<file path="src/rtl/reverb_mem_sequencer.sv">
// reverb_mem_sequencer: walks x[] in data memory, applies y[n] = x[n] + alpha*y[n-D]
// and writes y[] back into a separate output region of the same memory.
module reverb_mem_sequencer #(
    parameter int unsigned IN_BASE   = 0,
    parameter int unsigned OUT_BASE  = 133405,
    parameter int unsigned N_SAMPLES = 133405,
    parameter int unsigned DELAY     = 4410,
    parameter int unsigned ALPHA     = 64
) (
    input  logic        clk,
    input  logic        rst_n,
    input  logic        start,
    output logic        busy,
    output logic        done,
    output logic [31:0] mem_addr,
    output logic        mem_we,
    output logic [6:0]  mem_wdata,
    input  logic [31:0] mem_rdata
);
    typedef enum logic [2:0] {
        S_IDLE, S_RD_X, S_CAP_X, S_RD_Y, S_CAP_Y, S_CALC, S_WR, S_DONE
    } state_t;

    localparam logic [31:0] L_IN    = IN_BASE;
    localparam logic [31:0] L_OUT   = OUT_BASE;
    localparam logic [31:0] L_LAST  = N_SAMPLES - 1;
    localparam logic [31:0] L_DELAY = DELAY;
    localparam logic signed [15:0] L_ALPHA = 16'(ALPHA);

    state_t             r_state;
    logic [31:0]        r_n;
    logic [6:0]         r_x;
    logic [6:0]         r_y_del;
    logic signed [15:0] w_prod;
    logic signed [15:0] w_acc;
    logic [6:0]         w_sat;
    logic               w_unused;

    assign w_unused = ^mem_rdata[31:7];

    // arithmetic shift floors the feedback term; the sum is clamped to the 7-bit range
    always_comb begin
        w_prod = $signed({{9{r_y_del[6]}}, r_y_del}) * L_ALPHA;
        w_acc  = $signed({{9{r_x[6]}}, r_x}) + (w_prod >>> 7);
        w_sat  = (w_acc > 16'sd63) ? 7'h3f : (w_acc < -16'sd64) ? 7'h40 : w_acc[6:0];
    end

    // addresses are registered on entry to each state so memory sees them for the whole cycle
    always_ff @(posedge clk or negedge rst_n) begin
        if (!rst_n) begin
            r_state   <= S_IDLE;
            r_n       <= '0;
            r_x       <= '0;
            r_y_del   <= '0;
            busy      <= 1'b0;
            done      <= 1'b0;
            mem_addr  <= '0;
            mem_we    <= 1'b0;
            mem_wdata <= '0;
        end else begin
            case (r_state)
                S_IDLE: begin
                    if (start) begin
                        r_state  <= S_RD_X;
                        busy     <= 1'b1;
                        mem_addr <= L_IN + r_n;
                    end
                end
                S_RD_X: r_state <= S_CAP_X;
                S_CAP_X: begin
                    r_x <= mem_rdata[6:0];
                    if (r_n >= L_DELAY) begin
                        r_state  <= S_RD_Y;
                        mem_addr <= L_OUT + r_n - L_DELAY;
                    end else begin
                        r_y_del <= '0;
                        r_state <= S_CALC;
                    end
                end
                S_RD_Y: r_state <= S_CAP_Y;
                S_CAP_Y: begin
                    r_y_del <= mem_rdata[6:0];
                    r_state <= S_CALC;
                end
                S_CALC: begin
                    mem_wdata <= w_sat;
                    mem_addr  <= L_OUT + r_n;
                    mem_we    <= 1'b1;
                    r_state   <= S_WR;
                end
                S_WR: begin
                    mem_we <= 1'b0;
                    if (r_n == L_LAST) begin
                        r_state <= S_DONE;
                        done    <= 1'b1;
                        busy    <= 1'b0;
                    end else begin
                        r_n      <= r_n + 32'd1;
                        mem_addr <= L_IN + r_n + 32'd1;
                        r_state  <= S_RD_X;
                    end
                end
                S_DONE: begin
                    done    <= 1'b0;
                    r_n     <= '0;
                    r_state <= S_IDLE;
                end
            endcase
        end
    end
endmodule

</file>
<file path="config.mk">
export PLATFORM = sky130hd
export DESIGN_NAME = reverb_mem_sequencer
export DESIGN_NICKNAME = d
export VERILOG_FILES = /design/src/rtl/reverb_mem_sequencer.sv
export SDC_FILE = /design/constraint.sdc
export NUM_CORES = 1
export LEC_CHECK = 0
export ABC_AREA = 1
export BUFFER_PORTS_ARGS = -buffer_cell sky130_fd_sc_hd__buf_2
export CAP_MARGIN = 0
export CORE_ASPECT_RATIO = 0.7
export CORE_MARGIN = 8
export CORE_UTILIZATION = 60
export CTS_BUF_LIST = sky130_fd_sc_hd__clkbuf_4 sky130_fd_sc_hd__clkbuf_8 sky130_fd_sc_hd__clkbuf_16
export DETAILED_ROUTE_END_ITERATION = 6
export PLACE_DENSITY = 0.84
export SYNTH_ARGS = -nofsm -noshare
export SYNTH_HDL_FRONTEND = slang
export SYNTH_SLANG_ARGS = --single-unit
</file>
<file path="constraint.sdc">
create_clock -name clk -period 3.25 [get_ports clk]
set_input_delay 0.65 -clock clk [delete_from_list [all_inputs] [get_ports clk]]
set_output_delay 0.65 -clock clk [all_outputs]
set_load 0.02 [all_outputs]
</file>
==> metrics.md <==
| Metric | Value |
|---|---|
| Die width | `148 µm` |
| Crit path largest cell delay | `600 ps` |
| Crit path time final | `2910 ps` |
| Fmax | `344 MHz` |
| Largest cells by area after synthesis | `dfrtp_1 (31%), nand2_1 (18%), nand3_1 (7.5%)` |
| H-tree levels | `3` |
| # resized after CTS | `0` |
| Worst-path cell chain | `inv_1 -> nor2_1 -> nand3_1 -> nand2_1 -> inv_1 -> nand2_1 -> nand2_1 -> nand2_1 -> nand2_4 -> inv_2 -> nand2_1 -> nor2_2 -> nand2_1 -> nor2_1 -> nand2_1 -> nand3_1 -> nand2_1 -> nand2_1 -> nand2_1` |
| Synthesized instance count | `1155` |
| Synth top area share | `30.6%` |
| Flip-flop and latch count after synthesis | `90` |
| Asr flop ratio synth | `100%` |
| Slew of the pin with the lowest slew margin | `884 ps` |
| Post-Synthesis Cell Area | `0.00736 mm²` |
| Setup WS post-layout | `341 ps` |
| Gr usage total | `32.5%` |
| Core area | `0.0122 mm²` |
| Cell depth of the worst flop-to-flop path | `19` |
| Status | `complete, but fails checks` |
| Startpoint types | `register` |
| RSZ-0062 raised after global routing | `no` |
| Initial Utilization | `60.3%` |
| Largest net degree at the start of global routing | `50` |
| Top_reg_cell synth | `dfrtp_1` |
| Ports | `77` |
| Peak VDD IR | `0.614 mV` |
| Via count | `8182` |
| Initial antenna violation count | `0` |
| Final Cycle Share | `89.5%` |
| Crit end category | `register` |
| Clock Tree Buf Depth | `2` |
| FF-to-FF setup slack | `340 ps` |
| Failing checks | `design-rule violations` |
| Count of input and output buffers | `51` |
| Max_cap viols | `0` |
| Final setup viols | `0` |
| Gr ovfl total | `0` |
| Post-route ant nets | `0` |
| Pwr dens | `684 mW/mm²` |
| Post-synthesis net count | `1202` |
| Share of cells above drive strength 1 | `15.4%` |
| Via density | `5.97` |
| Reg-to-reg critical path startpoint | `r_n[12]` |
| Nets@finish | `1251` |
| Global-route wire length before repair | `40.6 mm` |
| Wire per inst | `18.8 µm` |
| Commonest non-fill, non-tap cell in the layout | `nand2_1` |
| Final Hold Viols | `0` |
| Clock Skew | `19.3 ps` |
| Root Driver | `clkbuf_16` |
| Commonest non-fill, non-tap cells in the layout | `nand2_1 (347), nor2_1 (119), nand3_1 (111)` |
| Worst r2r dst | `mem_addr[27]` |
| Unique masters post-synth | `45` |
| Util after Layout | `66.7%` |
| Required time worst endpoint | `3510 ps` |
| Synth area leader | `dfrtp_1` |
| Syn avg cell area | `6.38 µm²` |
| Clock Sinks | `90` |
| Clock transition at the registers of the reported paths | `90 ps` |
| Number of antenna diodes | `0` |
| Fin. max-slew vios | `0` |
| Post-synthesis sequential area ratio | `30.6%` |
| Cts bufs inserted | `9` |
| Total negative slack | `0 ps` |
| Relative slew slack | `40.4%` |
| Most frequent CP cell | `nand2_1` |
| Routed WL | `25.8 mm` |
| Pre-CTS setup slack | `520 ps` |
| Critical path type | `reg2reg` |
| CP max stage cell | `dfrtp_1` |
| Post-synth EDFFs | `0` |
| Die Area | `0.0161 mm²` |
| CTS tree | `yes` |
| DRT Pass-1 Iters | `7` |
| Routability cong. | `1.01` |
| Worst hold path type | `in2async` |
| Row cnt | `34` |
| Yosys warns | `0` |
| Crit Path Max Fanout | `8` |
| DRC viols | `2` |
| Detail Placement HPWL | `20.1 mm` |
| Area grow syn2layout | `10.6%` |
| Post-CTS Setup Bufs | `0` |
| Clk_lat worst skew | `370 ps` |
| Vias in the first global route | `7315` |
| Initial DRC Count | `965` |
| Die height | `109 µm` |
| WP data arrival | `3170 ps` |
| Hold Buf Count CTS | `0` |
| P_leak | `4.12 nW` |
## through the flow
| stage | power [mW] | area (µm²) | std cells | hold WS, ps |
|---|---|---|---|---|
| 3_5_place_dp | 4.42 | 7840 | 1355 | 460 |
| 3_3_place_gp | 4.34 | 7840 | 1355 | 457 |
| 4_1_cts | 5.52 | 8150 | 1371 | 362 |
| 6_report | 5.58 | 8150 | 1371 | 335 |
| 5_1_grt | 5.96 | 8150 | 1371 | 383 |
| 2_1_floorplan | 3.59 | 7360 | 1155 | 354 |
## worst max-delay path by stage
stage	start	end	slack, ps
finish	r_n[12]	mem_addr[27]	340
global route	r_n[0]	mem_addr[31]	100
CTS	r_n[12]	mem_addr[27]	480
detailed placement	r_n[0]	mem_addr[31]	520
global placement	r_n[0]	mem_addr[31]	570
floorplan	r_n[1]	mem_addr[25]	940
## cell families (layout without fill, tap and decap cells)
| group | Yosys count | after routing | synth area share (%) |
|---|---|---|---|
| buf+inv | 162 | 216 | 8.70 |
| flops | 90 | 90 | 30.6 |
| simple gates | 700 | 700 | 43.3 |
| fa+ha+maj | 12 | 12 | 2.14 |
| compound gates | 179 | 179 | 13.7 |
| xor+xnor | 12 | 12 | 1.53 |
## critical path, delay by kind of cell, from the launching register on
family        cells  cell delay [ps]
simple gates     16             1860
buf+inv           3              370
flops             1              600
## final cells by class
| cell class | count | area (µm²) |
|---|---|---|
| tap | 162 | 203 |
| fill | 1132 | 4060 |
| clock buffer | 9 | 225 |
| multi-input combinational | 903 | 4480 |
| timing repair buffer | 72 | 428 |
| sequential | 90 | 2250 |
| clock inverter | 7 | 81.3 |
| inverter | 128 | 480 |
## metal layers
| metal | share of wire [%] | GRT usage (%) | vias up |
|---|---|---|---|
| li1 | - | - | 3883 |
| met5 | 0.42 | 4.71 | - |
| met1 | 43 | 46.2 | 3740 |
| met2 | 37 | 43.1 | 518 |
| met3 | 18 | 15.6 | 39 |
| met4 | 1.5 | 6.74 | 2 |
## report_power, final
part	switching [mW]	total, mW	internal, mW
registers	0.212	1.63	1.41
logic	1.93	2.86	0.929
clock network	0.545	1.09	0.549
total	2.68	5.58	2.89
## cell usage after synthesis (9+ instances only)
| cell type | instances |
|---|---|
| xor2_1 | 10 |
| o22ai_1 | 10 |
| ha_1 | 11 |
| buf_2 | 13 |
| a21oi_1 | 42 |
| nor2_1 | 120 |
| o211ai_1 | 15 |
| nor2_4 | 9 |
| nor2_2 | 11 |
| nand4_1 | 28 |
| clkbuf_1 | 16 |
| inv_2 | 20 |
| nor3_1 | 9 |
| o21ai_0 | 84 |
| inv_1 | 106 |
| nand3_1 | 111 |
| nand2_1 | 347 |
| nand2_2 | 33 |
| dfrtp_1 | 90 |
## state kept, by name (all words and copies together) (netlist names)
signal     count
r_state        3
done           1
r_y_del        6
mem_we         1
mem_wdata      7
r_n           32
busy           1
mem_addr      32
r_x            7
Note: power is estimated with default switching activity, not from simulation.
